==> config.mk <==
export PLATFORM = sky130hd
export DESIGN_NAME = mem_port_arbiter
export DESIGN_NICKNAME = d
export VERILOG_FILES = /design/src/rtl/mem_port_arbiter.sv
export SDC_FILE = /design/constraint.sdc
export NUM_CORES = 1
export LEC_CHECK = 0
export CORE_MARGIN = 5
export CORE_UTILIZATION = 41
export DETAILED_ROUTE_END_ITERATION = 6
export PLACE_DENSITY_LB_ADDON = 0.3
export SETUP_SLACK_MARGIN = 0.2
export SYNTH_ARGS = -nofsm -noshare
export SYNTH_HDL_FRONTEND = slang
export SYNTH_SLANG_ARGS = --single-unit
export TNS_END_PERCENT = 30
==> constraint.sdc <==
create_clock -name clk -period 4.05 [get_ports clk]
set_clock_uncertainty 0.15 [all_clocks]
set_input_delay 0.81 -clock clk [delete_from_list [all_inputs] [get_ports clk]]
set_output_delay 0.81 -clock clk [all_outputs]
set_load 0.05 [all_outputs]
==> src/rtl/mem_port_arbiter.sv <==
// mem_port_arbiter: shares a byte-wide memory between fetch and data ports, serialising big-endian words.
// Define MEM_ARB_STATS_EN to add per-port wait-cycle counters.
module mem_port_arbiter #(
    parameter int ADDR_W        = 8,
    parameter int IF_STARVE_MAX = 2
) (
    input  logic              clk,
    input  logic              reset,
    input  logic              if_req,
    input  logic [31:0]       if_addr,
    output logic [31:0]       if_rdata,
    output logic              if_ready,
    input  logic              dm_req,
    input  logic              dm_we,
    input  logic              dm_size,
    input  logic [31:0]       dm_addr,
    input  logic [31:0]       dm_wdata,
    output logic [31:0]       dm_rdata,
    output logic              dm_ready,
    output logic [ADDR_W-1:0] mem_addr,
    output logic              mem_we,
    output logic [7:0]        mem_wdata,
    input  logic [7:0]        mem_rdata
`ifdef MEM_ARB_STATS_EN
    ,
    output logic [15:0]       if_wait_cnt,
    output logic [15:0]       dm_wait_cnt
`endif
);
    localparam int SW = $clog2(IF_STARVE_MAX + 1);
    localparam logic [SW-1:0] SMAX = SW'(IF_STARVE_MAX);
    typedef enum logic [1:0] {IDLE, IF_XFER, DM_XFER, DONE} state_t;
    state_t state, state_nx;
    logic [1:0] beat, last;
    logic [ADDR_W-1:0] base;
    logic [SW-1:0] starve;
    logic we, is_if, grant_if, grant_dm, last_beat, xfer;
    logic [31:0] sh, word_in;
    logic unused;
    assign unused = ^{if_addr[31:ADDR_W], if_addr[1:0], dm_addr[31:ADDR_W]};
    always_ff @(posedge clk or posedge reset)
        if (reset) state <= IDLE;
        else state <= state_nx;
    always_comb begin
        grant_dm  = dm_req && !(if_req && starve == SMAX);
        grant_if  = if_req && !grant_dm;
        last_beat = beat == last;
        xfer      = state == IF_XFER || state == DM_XFER;
        state_nx  = state;
        case (state)
            IDLE:             state_nx = grant_dm ? DM_XFER : grant_if ? IF_XFER : IDLE;
            IF_XFER, DM_XFER: state_nx = last_beat ? DONE : state;
            default:          state_nx = IDLE;
        endcase
    end
    assign mem_addr  = xfer ? base + ADDR_W'(beat) : '0;
    assign mem_we    = state == DM_XFER && we;
    assign mem_wdata = mem_we ? sh[31:24] : 8'h00;
    assign if_ready  = state == DONE && is_if;
    assign dm_ready  = state == DONE && !is_if;
    // One shift register serves both directions: writes shift bytes out the top, reads shift them in at the bottom.
    assign word_in = last == 2'd0 ? {24'h0, mem_rdata} : {sh[23:0], mem_rdata};
    always_ff @(posedge clk or posedge reset)
        if (reset) begin
            beat     <= '0;
            last     <= '0;
            base     <= '0;
            starve   <= '0;
            we       <= 1'b0;
            is_if    <= 1'b0;
            sh       <= '0;
            if_rdata <= '0;
            dm_rdata <= '0;
        end else if (state == IDLE) begin
            beat <= '0;
            if (grant_dm) begin
                base  <= dm_size ? {dm_addr[ADDR_W-1:2], 2'b00} : dm_addr[ADDR_W-1:0];
                last  <= dm_size ? 2'd3 : 2'd0;
                we    <= dm_we;
                sh    <= dm_size ? dm_wdata : {dm_wdata[7:0], 24'h0};
                is_if <= 1'b0;
                if (if_req) starve <= starve + SW'(1);
            end else if (grant_if) begin
                base   <= {if_addr[ADDR_W-1:2], 2'b00};
                last   <= 2'd3;
                we     <= 1'b0;
                is_if  <= 1'b1;
                starve <= '0;
            end
        end else if (xfer) begin
            beat <= beat + 2'd1;
            sh   <= {sh[23:0], we ? 8'h00 : mem_rdata};
            if (last_beat && !we) begin
                if (is_if) if_rdata <= word_in;
                else dm_rdata <= word_in;
            end
        end
`ifdef MEM_ARB_STATS_EN
    logic if_act, dm_act;
    assign if_act = state == IDLE ? grant_if : is_if;
    assign dm_act = state == IDLE ? grant_dm : !is_if;
    always_ff @(posedge clk or posedge reset)
        if (reset) begin
            if_wait_cnt <= '0;
            dm_wait_cnt <= '0;
        end else begin
            if (if_req && !if_act && if_wait_cnt != 16'hFFFF) if_wait_cnt <= if_wait_cnt + 16'd1;
            if (dm_req && !dm_act && dm_wait_cnt != 16'hFFFF) dm_wait_cnt <= dm_wait_cnt + 16'd1;
        end
`endif
endmodule
==> results of run 1 <==
## cell usage in the layout, fill, tap and decap left out, types with 3 or more instances in the layout
| master | instances |
|---|---|
| clkinv_2 | 6 |
| dfrtp_1 | 113 |
| clkinvlp_4 | 4 |
| and3_1 | 8 |
| nand2_1 | 14 |
| or3_1 | 3 |
| ha_1 | 6 |
| nand3_1 | 7 |
| a22o_1 | 25 |
| and2_1 | 29 |
| inv_1 | 11 |
| o21ai_0 | 11 |
| clkdlybuf4s50_1 | 141 |
| clkbuf_16 | 17 |
| nand4_1 | 5 |
| nor2_1 | 14 |
| mux2_1 | 3 |
| buf_4 | 8 |
| a21oi_1 | 15 |
| mux2i_1 | 15 |
| mux2_2 | 93 |
## metrics by stage
step | worst slack [ns] | utilization (%) | total power, mW | hold WS, ns | std cells
after floorplan | 1.07 | - | 3.91 | 0.300 | 416
after global placement | 0.826 | 54.5 | 4.81 | 0.318 | 715
after detailed placement | 0.731 | 54.5 | 4.89 | 0.321 | 715
after CTS | 0.291 | 59.1 | 6.35 | 0.344 | 747
after global routing | 0.214 | 59.1 | 6.64 | 0.362 | 747
final | 0.381 | 59.1 | 6.28 | 0.347 | 747
## repair_timing
| item | CTS | global route |
|---|---|---|
| setup endpoints to repair | 0 | 1 |
| hold endpoints to repair | 0 | 0 |
| resized for setup | 0 | 1 |
| setup buffers | 0 | 0 |
## worst paths after layout
kind | start | end | slack (ns) | cells after the start
max in group asynchronous | reset | sh[0]$_DFFE_PP0P_ | 2.12 | 3
worst max-delay path | beat[1]$_DFFE_PP0P_ | mem_addr[7] | 0.38 | 5
worst max register to register | state[0]$_DFFE_PP0P_ | dm_rdata[24]$_DFFE_PP0P_ | 0.97 | 6
min in group asynchronous | reset | if_rdata[3]$_DFFE_PP0P_ | 0.78 | 2
worst min register to register | starve[0]$_DFFE_PP0P_ | starve[0]$_DFFE_PP0P_ | 0.35 | 1
worst min-delay path | starve[0]$_DFFE_PP0P_ | starve[0]$_DFFE_PP0P_ | 0.35 | 1
## cells in the mapped netlist
cell type | instances | share of area [%]
clkbuf_1 | 10 | 0.71
inv_1 | 12 | 0.86
nand2_1 | 14 | 1.0
dfrtp_1 | 113 | 54
a2111oi_4 | 1 | 0.52
mux2_1 | 3 | 0.64
a22o_1 | 25 | 4.2
or3_4 | 1 | 0.21
mux2_2 | 93 | 20
or4_1 | 1 | 0.14
a32o_1 | 1 | 0.19
a32oi_1 | 1 | 0.17
and3_1 | 8 | 0.95
buf_1 | 3 | 0.21
nor3_1 | 1 | 0.095
xnor2_1 | 1 | 0.17
a21oi_1 | 15 | 1.4
a21o_1 | 1 | 0.14
o21ai_1 | 1 | 0.095
or3_1 | 3 | 0.36
mux2i_1 | 16 | 3.0
buf_6 | 3 | 0.64
ha_1 | 6 | 1.4
fa_1 | 1 | 0.38
and2_1 | 29 | 3.4
nand3_1 | 7 | 0.67
or4b_1 | 1 | 0.19
nor2_1 | 14 | 1.0
a21oi_2 | 1 | 0.17
o2111ai_1 | 1 | 0.17
a21boi_2 | 1 | 0.21
o31ai_1 | 1 | 0.14
nand4_1 | 5 | 0.59
buf_2 | 7 | 0.67
buf_4 | 1 | 0.14
xor2_1 | 1 | 0.17
a211o_1 | 1 | 0.17
o21ai_0 | 11 | 1.0
nor2b_1 | 1 | 0.12
## cell families after synthesis
logic type	Yosys count	share of synthesized area, %
flops	113	53.7
compound gates	61	8.60
xor+xnor	2	0.333
fa+ha+maj	7	1.81
simple gates	85	8.77
buf+inv	36	3.23
mux	112	23.6
## cell type report
cell class | count | area [sq um]
Fill cell | 1089 | 5160
Clock inverter | 11 | 113
Sequential cell | 113 | 2830
Inverter | 12 | 48.8
Tap cell | 172 | 215
Multi-Input combinational cell | 267 | 2290
Clock buffer | 21 | 460
Timing Repair Buffer | 151 | 1500
## per-layer routing
layer,vias to the layer above,GRT usage [%],part of all wire [%]
li1,1789,-,-
met1,1945,22.6,41
met2,115,31.7,50
met3,29,8.19,7.1
met4,0,8.03,2.7
met5,-,0,0
## flip-flops by register name, indices dropped and copies added, names as in the netlist
| register | count |
|---|---|
| base | 8 |
| beat | 2 |
| dm_rdata | 32 |
| if_rdata | 32 |
| is_if | 1 |
| last | 1 |
| sh | 32 |
| starve | 2 |
| state | 2 |
| we | 1 |
## power groups by stage
stage | logic, mW | registers (mW) | clock network, mW
after global routing | 3.16 | 1.96 | 1.53
after global placement | 2.92 | 1.89 | 0
after detailed placement | 2.98 | 1.91 | 0
final | 2.96 | 1.89 | 1.43
after floorplan | 1.41 | 2.50 | 0
after CTS | 2.99 | 1.90 | 1.47
## critical path, cell delays in order, from the launching register on
cell and delay (ns):
dfrtp_1 0.46, ha_1 0.32, a21oi_1 0.12, or4_1 0.42, a21oi_1 0.16, clkdlybuf4s50_1 0.82
==> impl_metrics.json, run 1 <==
{
  "status": "complete, no violations",
  "grtUsageTotal_pct": 19.5,
  "coreArea_sq_mm": 0.0126,
  "cts_tree": "built",
  "final.period_utilization_pct": 90.6,
  "finalHoldViolCount": 0,
  "pin_count": 193,
  "remaining_drc_errors": 0,
  "max_freq_mhz": 273,
  "required_ns": 3.09,
  "power_frac_seq_pct": 30.1,
  "vdd_drop_max_v": 0.000451,
  "cts_root_buffer": "clkbuf_16",
  "clk_latency_ns": 0.41,
  "wl_per_cell_um": 18.4,
  "htree_levels": 4,
  "p_int_mw": 3.68,
  "finalInstanceArea_sq_mm": 0.00746,
  "grt_max_degree": 69,
  "synth_fp_nets": 533,
  "synth.avg_cell_area_sq_um": 12.7,
  "routed_wl_mm": 13.8,
  "overflow": 0,
  "critPathArrivalTime_ns": 2.71,
  "drive_above_1_share_pct": 24.0,
  "drt_iter0_markers": 179,
  "hold_path_class": "flip-flop to flip-flop",
  "netlist_area_sq_mm": 0.00527,
  "grt_pass1_wl_mm": 22.3,
  "max_cap_viol_count": 0,
  "cts.clk_slew.worst_paths_ns": 0.05,
  "clock_power_share_pct": 22.8,
  "die_area_sq_mm": 0.0152,
  "power_density_mw_per_mm2": 843,
  "syn_inst": 416,
  "rows": 41,
  "p_leak_nw": 3.39,
  "cts.hold.buffers_added": 0,
  "tns_ns": 0,
  "ys.warnings.count": 0,
  "seq_area_frac_synth_pct": 53.7,
  "io_buffers": 142,
  "vias": 3878,
  "ctsLongestPathBuffers": 2,
  "ys_ff_latch": 113,
  "min_period_ns": 3.67,
  "p_sw_mw": 2.60,
  "drtAntennaViolNets": 0,
  "crit_path_end_kind": "primary output",
  "initial_core_util_pct": 41.7,
  "grt_pass1_vias": 4276,
  "ys_types": 39,
  "switching_share_pct": 41.4,
  "worstPathMaxFanout": 7,
  "slew_violations": 0,
  "clock_sinks": 113,
  "die_y_um": 123,
  "timing.slew.headroom_pct": 34.2,
  "combPwrFrac_pct": 47.1,
  "die_w_um": 123,
  "place_congestion": 0.773,
  "dp_hpwl_mm": 10.0,
  "place_area_sq_mm": 0.00688,
  "criticalPathCategory": "flip-flop to primary output",
  "setup_viol": 0,
  "areaGrowthSynthToFinish_pct": 41.6,
  "critPathLaunchType": "flip-flop",
  "drt_pre_antenna_iters": 4,
  "tightest_slew_ns": 0.987,
  "antenna_cells": 0,
  "via_per_inst": 5.19,
  "antenna_found_initial": 0,
  "rsz0062_at_grt": "no",
  "numCtsBuffers": 17,
  "finalNetCount": 679
}
No activity file was read; power rests on OpenSTA's default activity.
==> run 2: changes to the inputs <==
--- a/config.mk
+++ b/config.mk
@@ -6,5 +6,6 @@
 export NUM_CORES = 1
 export LEC_CHECK = 0
-export CORE_MARGIN = 5
+export CORE_ASPECT_RATIO = 0.75
+export CORE_MARGIN = 2
 export CORE_UTILIZATION = 41
 export DETAILED_ROUTE_END_ITERATION = 6
--- a/constraint.sdc
+++ b/constraint.sdc
@@ -3,3 +3,3 @@
 set_input_delay 0.81 -clock clk [delete_from_list [all_inputs] [get_ports clk]]
 set_output_delay 0.81 -clock clk [all_outputs]
-set_load 0.05 [all_outputs]
+set_load 0.1 [all_outputs]
==> run 2 against run 1 <==
Utilization grew 0.99 points; fmax grew 14%; final cell count shrank 1.1%; via count grew 1.5%; sequential cell count is the same; worst hold slack lost 0.014 ns; global-route usage grew 1.7 points; die area shrank 9.4%; first-iteration DRC count grew 19%; sequential share of layout area grew 0.057 points; count of clock-buffer cells in the layout shrank 2; setup slack gained 0.45 ns.
==> impl_metrics.json, run 2 (same netlist as run 1, synthesis figures left out) <==
{
  "via_per_inst": 5.33,
  "min_period_ns": 3.22,
  "top_regs": "dm_rdata (32), if_rdata (32), sh (32)",
  "drive_above_1_share_pct": 27.2,
  "remaining_drc_errors": 0,
  "finalNetCount": 679,
  "die_w_um": 135,
  "clock_sinks": 113,
  "slew_violations": 0,
  "cts.clk_slew.worst_paths_ns": 0.06,
  "finalNonFillerCells": 739,
  "finalHoldViolCount": 0,
  "coreArea_sq_mm": 0.0124,
  "clk_latency_ns": 0.40,
  "worstPathMaxFanout": 7,
  "cts_resized": 0,
  "crit_top_cell": "a21oi_1",
  "rsz0062_at_grt": "no",
  "slowest_stage": "dfrtp_1",
  "criticalPathCategory": "flip-flop to primary output",
  "final_util_pct": 60.1,
  "antenna_found_initial": 0,
  "setup_viol": 0,
  "final_cell_mix": "clkdlybuf4s50_1 (123), dfrtp_1 (113), mux2_2 (93)",
  "place_inst": 709,
  "io_buffers": 142,
  "routed_wl_mm": 13.9,
  "overflow": 0,
  "finalInstanceArea_sq_mm": 0.00745,
  "initial_core_util_pct": 42.5,
  "required_ns": 3.09,
  "vias": 3938,
  "max_freq_mhz": 311,
  "grtUsageTotal_pct": 21.2,
  "place_area_sq_mm": 0.00684,
  "fill_cells": 982,
  "final.period_utilization_pct": 79.5,
  "areaGrowthSynthToFinish_pct": 41.4,
  "crit_path_end_kind": "primary output",
  "status": "complete, no violations",
  "drt_pre_antenna_iters": 4,
  "layout_commonest_cell": "clkdlybuf4s50_1",
  "critPathLaunchType": "flip-flop",
  "ctsLongestPathBuffers": 2,
  "antenna_cells": 0,
  "dp_hpwl_mm": 9.92,
  "cp.buffers_inverters": 1,
  "cpPeakStageDelay_ns": 0.47,
  "tightest_slew_ns": 1.08,
  "cts_root_buffer": "clkbuf_16",
  "die_y_um": 102,
  "drtAntennaViolNets": 0,
  "drt_iter0_markers": 213,
  "path_delay_family": "flip-flops",
  "tns_ns": 0,
  "hold_path_class": "flip-flop to flip-flop",
  "max_cap_viol_count": 0,
  "timing.slew.headroom_pct": 27.7,
  "critPathArrivalTime_ns": 2.26,
  "cts_setup_buffers": 0,
  "wl_per_cell_um": 18.8,
  "htree_levels": 4,
  "cts_tree": "built",
  "grt_pass1_wl_mm": 22.0,
  "die_area_sq_mm": 0.0138,
  "numCtsBuffers": 17,
  "grt_pass1_vias": 4004,
  "grt_max_degree": 76,
  "cp_cell_sequence": "ha_1 -> a21oi_1 -> or4_1 -> a21oi_1 -> buf_4",
  "cts.hold.buffers_added": 0,
  "place_congestion": 0.780,
  "rows": 35,
  "pin_count": 193
}
-- run 2: path summary, 6_finish.rpt --
check                                         startpoint                        to  slack, ns  depth (start not counted)
worst max-delay path                 beat[1]$_DFFE_PP0P_               mem_addr[7]       0.83                          5
worst min-delay path            dm_rdata[23]$_DFFE_PP0P_  dm_rdata[23]$_DFFE_PP0P_       0.33                          1
worst max register to register      state[0]$_DFFE_PP0P_  dm_rdata[21]$_DFFE_PP0P_       1.21                          6
worst min register to register  dm_rdata[23]$_DFFE_PP0P_  dm_rdata[23]$_DFFE_PP0P_       0.33                          1
max in group asynchronous                          reset  if_rdata[12]$_DFFE_PP0P_       2.61                          3
min in group asynchronous                          reset         sh[6]$_DFFE_PP0P_       0.73                          3
-- run 2: cell type report --
type                       count  area, sq um  share of cell area (%)
clock buffer                  19          443                    5.95
clock inverter                11          164                    2.20
inverter                      12         48.8                   0.655
multi-input combinational    267         2290                    30.7
sequential                   113         2830                    38.0
tap                          166          208                    2.79
timing repair buffer         151         1470                    19.7
-- run 2: layer usage --
layer / part of all wire [%] / routed length [um] / GRT usage (%)
met1: 48 / 6690 / 30.1
met4: 0.73 / 102 / 4.62
met2: 44 / 6180 / 32.4
met3: 6.6 / 920 / 6.05
met5: 0 / 0 / 0
-- run 2: worst reg2reg max path, cell delays in order, from the launching register on --
cell and delay, ns:
dfrtp_1 0.37, inv_1 0.07, ha_1 0.48, or4b_1 0.52, a21oi_4 0.51, buf_12 0.26
mux2_2 0.36
-- run 2: stage by stage --
stage	setup WS [ns]	hold WS, ns
2_1_floorplan	0.369	0.300
3_3_place_gp	1.16	0.319
3_5_place_dp	1.16	0.324
4_1_cts	0.820	0.337
5_1_grt	0.660	0.354
6_report	0.830	0.333
Power of run 2 is left out: the tool's default activity adds up to more than one toggle a clock period on the data nets, which glitch-free logic cannot reach.
==> run 3: changes to the inputs <==
- CORE_UTILIZATION: 41 -> 45
- clock period: 4.05 -> 3.05 ns (I/O delays scaled with it)
==> run 3 against run 2 <==
Count of clock-buffer cells in the layout rose by 1; critical path depth did not move; utilization up 5.2 points; die area down 8.6%; highest routed layer unchanged; cell area increased by 0.69%; first-iteration DRC count grew 52%; sequential cell count unchanged; worst hold slack better by 0.00091 ns; via count rose by 1.1%.
==> impl_metrics.json, run 3 (same netlist as run 1, synthesis figures left out) <==
{
  "place_congestion": 0.775,
  "setup_viol": 0,
  "cts_root_buffer": "clkbuf_16",
  "wl_met2_mm": 6.14,
  "pin_count": 193,
  "vias": 3982,
  "holdPathStages": 1,
  "grt_pass1_vias": 4132,
  "critPathArrivalTime_ns": 2.07,
  "die_w_um": 129,
  "timing.rr.start": "beat[0]$_DFFE_PP0P_",
  "timing.slew.headroom_pct": 31.1,
  "die_area_sq_mm": 0.0126,
  "htree_levels": 4,
  "drt_iter0_markers": 324,
  "dp_hpwl_mm": 9.65,
  "top_layer": "met4",
  "reg2regPathDepth": 5,
  "clk_latency_ns": 0.41,
  "final.period_utilization_pct": 92.8,
  "min_period_ns": 2.83,
  "grtUsageTotal_pct": 22.9,
  "fill_cells": 882,
  "coreArea_sq_mm": 0.0115,
  "tightest_slew_ns": 1.03,
  "ctsLongestPathBuffers": 2,
  "drive_above_1_share_pct": 41.0,
  "r2r-end": "if_rdata[7]$_DFFE_PP0P_",
  "numCtsBuffers": 17,
  "clock_sinks": 113,
  "cts_tree": "built",
  "drtAntennaViolNets": 0,
  "layout_commonest_cell": "dfrtp_1",
  "final_util_pct": 65.3,
  "top_regs": "dm_rdata (32), if_rdata (32), sh (32)",
  "max_freq_mhz": 353,
  "overflow": 0,
  "critPathLaunchType": "flip-flop",
  "cts.clk_slew.worst_paths_ns": 0.05,
  "finalNetCount": 685,
  "slew_violations": 0,
  "status": "complete, no violations",
  "antenna_found_initial": 0,
  "final_cell_mix": "dfrtp_1 (111), mux2_2 (93), buf_4 (88)",
  "wl_per_cell_um": 19.0,
  "io_buffers": 142,
  "via_per_inst": 5.50,
  "worstPathMaxFanout": 6,
  "drt_pre_antenna_iters": 4,
  "whs_endpoint": "if_rdata[25]$_DFFE_PP0P_",
  "grt_max_degree": 50,
  "grt_pass1_wl_mm": 21.7,
  "r2r_setup_slack_ns": 0.51,
  "antenna_cells": 0,
  "die_y_um": 97.7,
  "remaining_drc_errors": 0,
  "rows": 34,
  "max_cap_viol_count": 0,
  "crit_path_end_kind": "primary output",
  "wl_met1_mm": 6.56,
  "hold_path_class": "flip-flop to flip-flop",
  "areaGrowthSynthToFinish_pct": 42.4,
  "cts.hold.buffers_added": 0,
  "wl_met3_um": 873,
  "fin_hold_ws_ns": 0.334,
  "routed_wl_mm": 13.8,
  "rsz0062_at_grt": "yes",
  "initial_core_util_pct": 45.8,
  "required_ns": 2.29,
  "criticalPathCategory": "flip-flop to primary output",
  "hp-start": "if_rdata[25]$_DFFE_PP0P_",
  "finalHoldViolCount": 0
}
==> run 3: worst max-delay path by stage <==
| stage | start | end | slack (ns) | cells after the start |
|---|---|---|---|---|
| floorplan | beat[0]$_DFFE_PP0P_ | mem_addr[6] | -0.43 | 5 |
| global placement | beat[0]$_DFFE_PP0P_ | mem_addr[6] | 0.47 | 6 |
| detailed placement | beat[1]$_DFFE_PP0P_ | mem_addr[7] | 0.46 | 5 |
| CTS | beat[1]$_DFFE_PP0P_ | mem_addr[7] | 0.18 | 5 |
| global route | beat[1]$_DFFE_PP0P_ | mem_addr[7] | 0.16 | 5 |
| finish | beat[1]$_DFFE_PP0P_ | mem_addr[7] | 0.22 | 5 |
==> run 3: per-stage QoR <==
stage | setup TNS, ns | setup WS (ns) | cell area [sq um] | std cells
floorplan | -1.85 | -0.431 | 5270 | 416
global placement | 0 | 0.467 | 6770 | 689
detailed placement | 0 | 0.458 | 6770 | 689
CTS | 0 | 0.181 | 7450 | 723
global route | 0 | 0.162 | 7500 | 724
finish | 0 | 0.220 | 7500 | 724
==> run 3: critical path: stages, from the launching register on <==
cell and delay (ns):
dfrtp_2 0.42, ha_1 0.31, a21oi_2 0.09, or4_4 0.44
a21oi_4 0.20, buf_12 0.19
==> run 3: layout make-up <==
class | instances | area, sq um | area share (%)
Tap cell | 144 | 180 | 2.40
Clock inverter | 11 | 185 | 2.47
Timing Repair Buffer | 157 | 1450 | 19.4
Inverter | 12 | 48.8 | 0.651
Sequential cell | 113 | 2830 | 37.8
Clock buffer | 20 | 457 | 6.09
Multi-Input combinational cell | 267 | 2340 | 31.3
==> run 3: per-layer routing <==
layer	vias to the layer above	GRT usage, %
li1	1801	-
met1	2006	32.9
met2	157	32.6
met3	18	6.61
met4	0	8.86
met5	-	0
==> run 3: repair_timing <==
action                     CTS  global route
resized for setup            6             8
buffers inserted             3             1
pin swaps                    2             3
setup endpoints to repair    5             6
Power of run 3 is left out for the same reason.
==> variant 1, RTL diff (flow settings as in run 1) <==
Encoding of `state_t`: now one-hot (4 bits for 4 states).
--- a/src/rtl/mem_port_arbiter.sv
+++ b/src/rtl/mem_port_arbiter.sv
@@ -29,7 +29,7 @@
 );
     localparam int SW = $clog2(IF_STARVE_MAX + 1);
     localparam logic [SW-1:0] SMAX = SW'(IF_STARVE_MAX);
-    typedef enum logic [1:0] {IDLE, IF_XFER, DM_XFER, DONE} state_t;
+    typedef enum logic [3:0] {IDLE = 4'b0001, IF_XFER = 4'b0010, DM_XFER = 4'b0100, DONE = 4'b1000} state_t;
     state_t state, state_nx;
     logic [1:0] beat, last;
     logic [ADDR_W-1:0] base;
Function: no difference found for any inputs over 4 cycles, from zero or initial values and one cycle with reset high; so few cycles prove little.
==> variant 1 against run 1 <==
Wire length rose by 6.2%; power rose by 5.4%; maximum frequency up 5.3%; synthesized area is 0.90% lower; sequential cell count is 2 higher; critical endpoint is now mem_wdata[6]; largest power group unchanged; worst setup slack better by 180 ps; design area fell by 0.22%.
==> variant 1: results (changes against run 1) <==
- First-pass GRT wire length: 23900 um (+7.2%)
- Netlist cell types: 46 (+18%)
- Hold path depth: 2 (+1)
- Register area share after synthesis: 55.2% (+1.5 points)
- Area contributors post-synth: dfrtp_1, nand2_1, nor2_1
- Run status: finished clean
- Fillers: 1080 (-0.83%)
- Via/cell ratio: 5.30 (+2.1%)
- Max VDD drop: 545 uV (+21%)
- GRT Overall Usage: 20.6% (+1.1 points)
- Synth Net Count: 646 (+21%)
- P_int: 3.66 mW (-0.66%)
- Final Power: 6.62 mW (+5.4%)
- Max_slew headroom: 33.6% (-0.67 points)
- Clk. pwr: 1.48 mW (+3%)
- Share of layout cells above drive strength 1: 10.6% (-13 points)
- Hold EP: dm_rdata[18]
- Reg-to-reg startpoint: last[0]
- 1st-pass router iterations: 5 (+1)
- Pin count of the biggest net entering global routing: 116 (+68%)
- R2R cell count: 5 (-1)
- Pleak: 3.17 nW (-6.5%)
- Placed cell count: 820 (+15%)
- Number of global-route vias before repair: 4686 (+9.6%)
- Routed Wire Length: 14600 um (+6.2%)
- R2R Setup Slk: 1150 ps (+180 ps)
-- variant 1: cell families after synthesis --
| logic type | after synthesis | synth area share [%] |
|---|---|---|
| muxes | 24 | 5.13 |
| buffers and inverters | 40 | 3.91 |
| adders and majority gates | 4 | 1.10 |
| xor gates and xnor gates | 7 | 1.32 |
| AOI/OAI and AO/OA | 128 | 14.8 |
| and+or+nand+nor | 214 | 18.6 |
| DFF | 115 | 55.2 |
-- variant 1: worst max-delay path by stage --
stage	start	end	slack [ps]	depth (start not counted)
2_1_floorplan	beat[0]	mem_addr[6]	900	5
3_3_place_gp	dm_req	base[1]	990	5
3_5_place_dp	dm_req	base[1]	950	5
4_1_cts	state[1]	mem_wdata[7]	560	4
5_1_grt	state[1]	mem_wdata[5]	430	4
6_report	state[1]	mem_wdata[6]	570	4
-- variant 1: routing by layer --
metal  GRT usage, %  wire length (um)  vias up  part of all wire, %
li1               -                 -     2132                    -
met1           27.0              6190     2184                   42
met2           33.0              7010      170                   48
met3           4.52              1040       28                  7.1
met4           8.75               382        0                  2.6
met5              0                 0        -                    0
-- variant 1: final cells by class --
| class | instances | area (um^2) | share of cell area [%] |
|---|---|---|---|
| inverters | 6 | 26.3 | 0.353 |
| well taps | 172 | 215 | 2.89 |
| clock buffers | 19 | 443 | 5.95 |
| clock inverters | 13 | 153 | 2.05 |
| repair buffers | 150 | 1550 | 20.9 |
| multi-input cells | 377 | 2170 | 29.2 |
| flip-flops and latches | 115 | 2880 | 38.7 |
-- variant 1: metrics by stage --
stage | hold WS [ps] | utilization, %
finish | 327 | 59.2
global route | 357 | 59.2
CTS | 333 | 59.2
detailed placement | 319 | 54.5
global placement | 311 | 54.5
floorplan | 303 | -
==> variant 2, RTL diff (config.mk and constraints of run 1) <==
Made on the original files. The option `MEM_ARB_STATS_EN` is turned on by a define.
--- a/src/rtl/mem_port_arbiter.sv
+++ b/src/rtl/mem_port_arbiter.sv
@@ -1,5 +1,7 @@
 // mem_port_arbiter: shares a byte-wide memory between fetch and data ports, serialising big-endian words.
 // Define MEM_ARB_STATS_EN to add per-port wait-cycle counters.
+`define MEM_ARB_STATS_EN
+
 module mem_port_arbiter #(
     parameter int ADDR_W        = 8,
     parameter int IF_STARVE_MAX = 2
Check against the original RTL (old outputs only; new: dm_wait_cnt and if_wait_cnt): equivalent (equiv_simple and equiv_induct, registers matched by name and starting in step).
==> variant 2 against run 1 <==
Power increased by 28%; die area increased by 24%; via count increased by 42%; combinational power increased by 34%; wire length increased by 36%; design area increased by 24%; synthesized area increased by 26%; worst setup slack got worse by 17 ps; sequential cell count increased by 32; highest routed layer is now met5.
==> variant 2: results (changes against run 1) <==
- Syn Area/Cell: 10.2 um^2 (-19%)
- Initial antenna violation count: 4 (+4)
- Period minus WS final: 3690 ps (+17.4 ps)
- Area contributors post-synth: dfrtp_1, nand2_1, o21ai_0
- Critical path peak fanout: 6 (-1)
- Pin count of the biggest net entering global routing: 58 (-16%)
- Post-Layout Cell Count: 1052 (+41%)
- Pleak: 4.11 nW (+21%)
- PortBufs: 174 (+23%)
- Run status: finished clean
- Synth cell count leaders: dfrtp_1, nand2_1, o21ai_0
- Comb pwr: 3.98 mW (+34%)
- GRT met1 Usage: 26.2% (+3.5 points)
- Met1 WL: 7940 um (+42%)
- Met2 WL: 9010 um (+32%)
- Share of layout cells above drive strength 1: 10.2% (-14 points)
- Number of global-route vias before repair: 5585 (+31%)
- Nets: 940 (+38%)
- Global placer's final weighted congestion: 0.858 (+11%)
- CP peak stage delay: 800 ps (-20 ps)
- CP Launch Point: beat[0]
- Switching pwr: 3.71 mW (+43%)
- First DRT Iteration DRCs: 364 (+100%)
- Post-DP HPWL: 13600 um (+36%)
- Pre-CTS setup slack: 798 ps (+67.2 ps)
- CP Capture Point: mem_addr[6]
- GRT Overall Usage: 20.7% (+1.2 points)
- Hold path depth: 2 (+1)
- Placed cell count: 1018 (+42%)
- 1st-pass router iterations: 5 (+1)
- RR Endpoint: if_rdata[5]
- Via count: 5497 (+42%)
- WL met3: 1440 um (+47%)
- Max VDD drop: 604 uV (+34%)
- First-pass GRT wire length: 29800 um (+34%)
- Register area share after synthesis: 54.7% (+1.0 points)
- R2R Setup Slk: 1140 ps (+170 ps)
- Netlist cell types: 51 (+31%)
- Routed Wire Length: 18800 um (+36%)
- HP Start: if_rdata[21]
==> variant 2: cell types whose count changed in the layout (fill, tap and decap cells not counted), moves of 25 or more <==
cell / before / now
nand2_1: 14 / 104
dfrtp_1: 113 / 145
clkdlybuf4s50_1: 141 / 174
a22o_1: 25 / 0
nor2_1: 14 / 70
mux2_2: 93 / 14
o21ai_0: 11 / 75
==> variant 2: cells by family (layout without fill, tap and decap cells) <==
group	count (synthesis)	after routing	share of synthesized area (%)
mux	27	27	4.64
fa+ha+maj	9	9	1.81
xor+xnor	35	35	4.62
other cells	0	2	0
simple gates	267	267	19.6
buf+inv	42	227	3.06
flops	145	145	54.7
compound gates	124	124	11.5
==> variant 2: area by class of cell <==
| cell class | count | area (um^2) |
|---|---|---|
| fillers | 1360 | 6650 |
| flip-flops and latches | 145 | 3630 |
| multi-input cells | 462 | 2840 |
| repair buffers | 188 | 1860 |
| clock buffers | 18 | 439 |
| well taps | 216 | 270 |
| clock inverters | 14 | 163 |
| inverters | 7 | 30.0 |
| diodes | 2 | 5.00 |
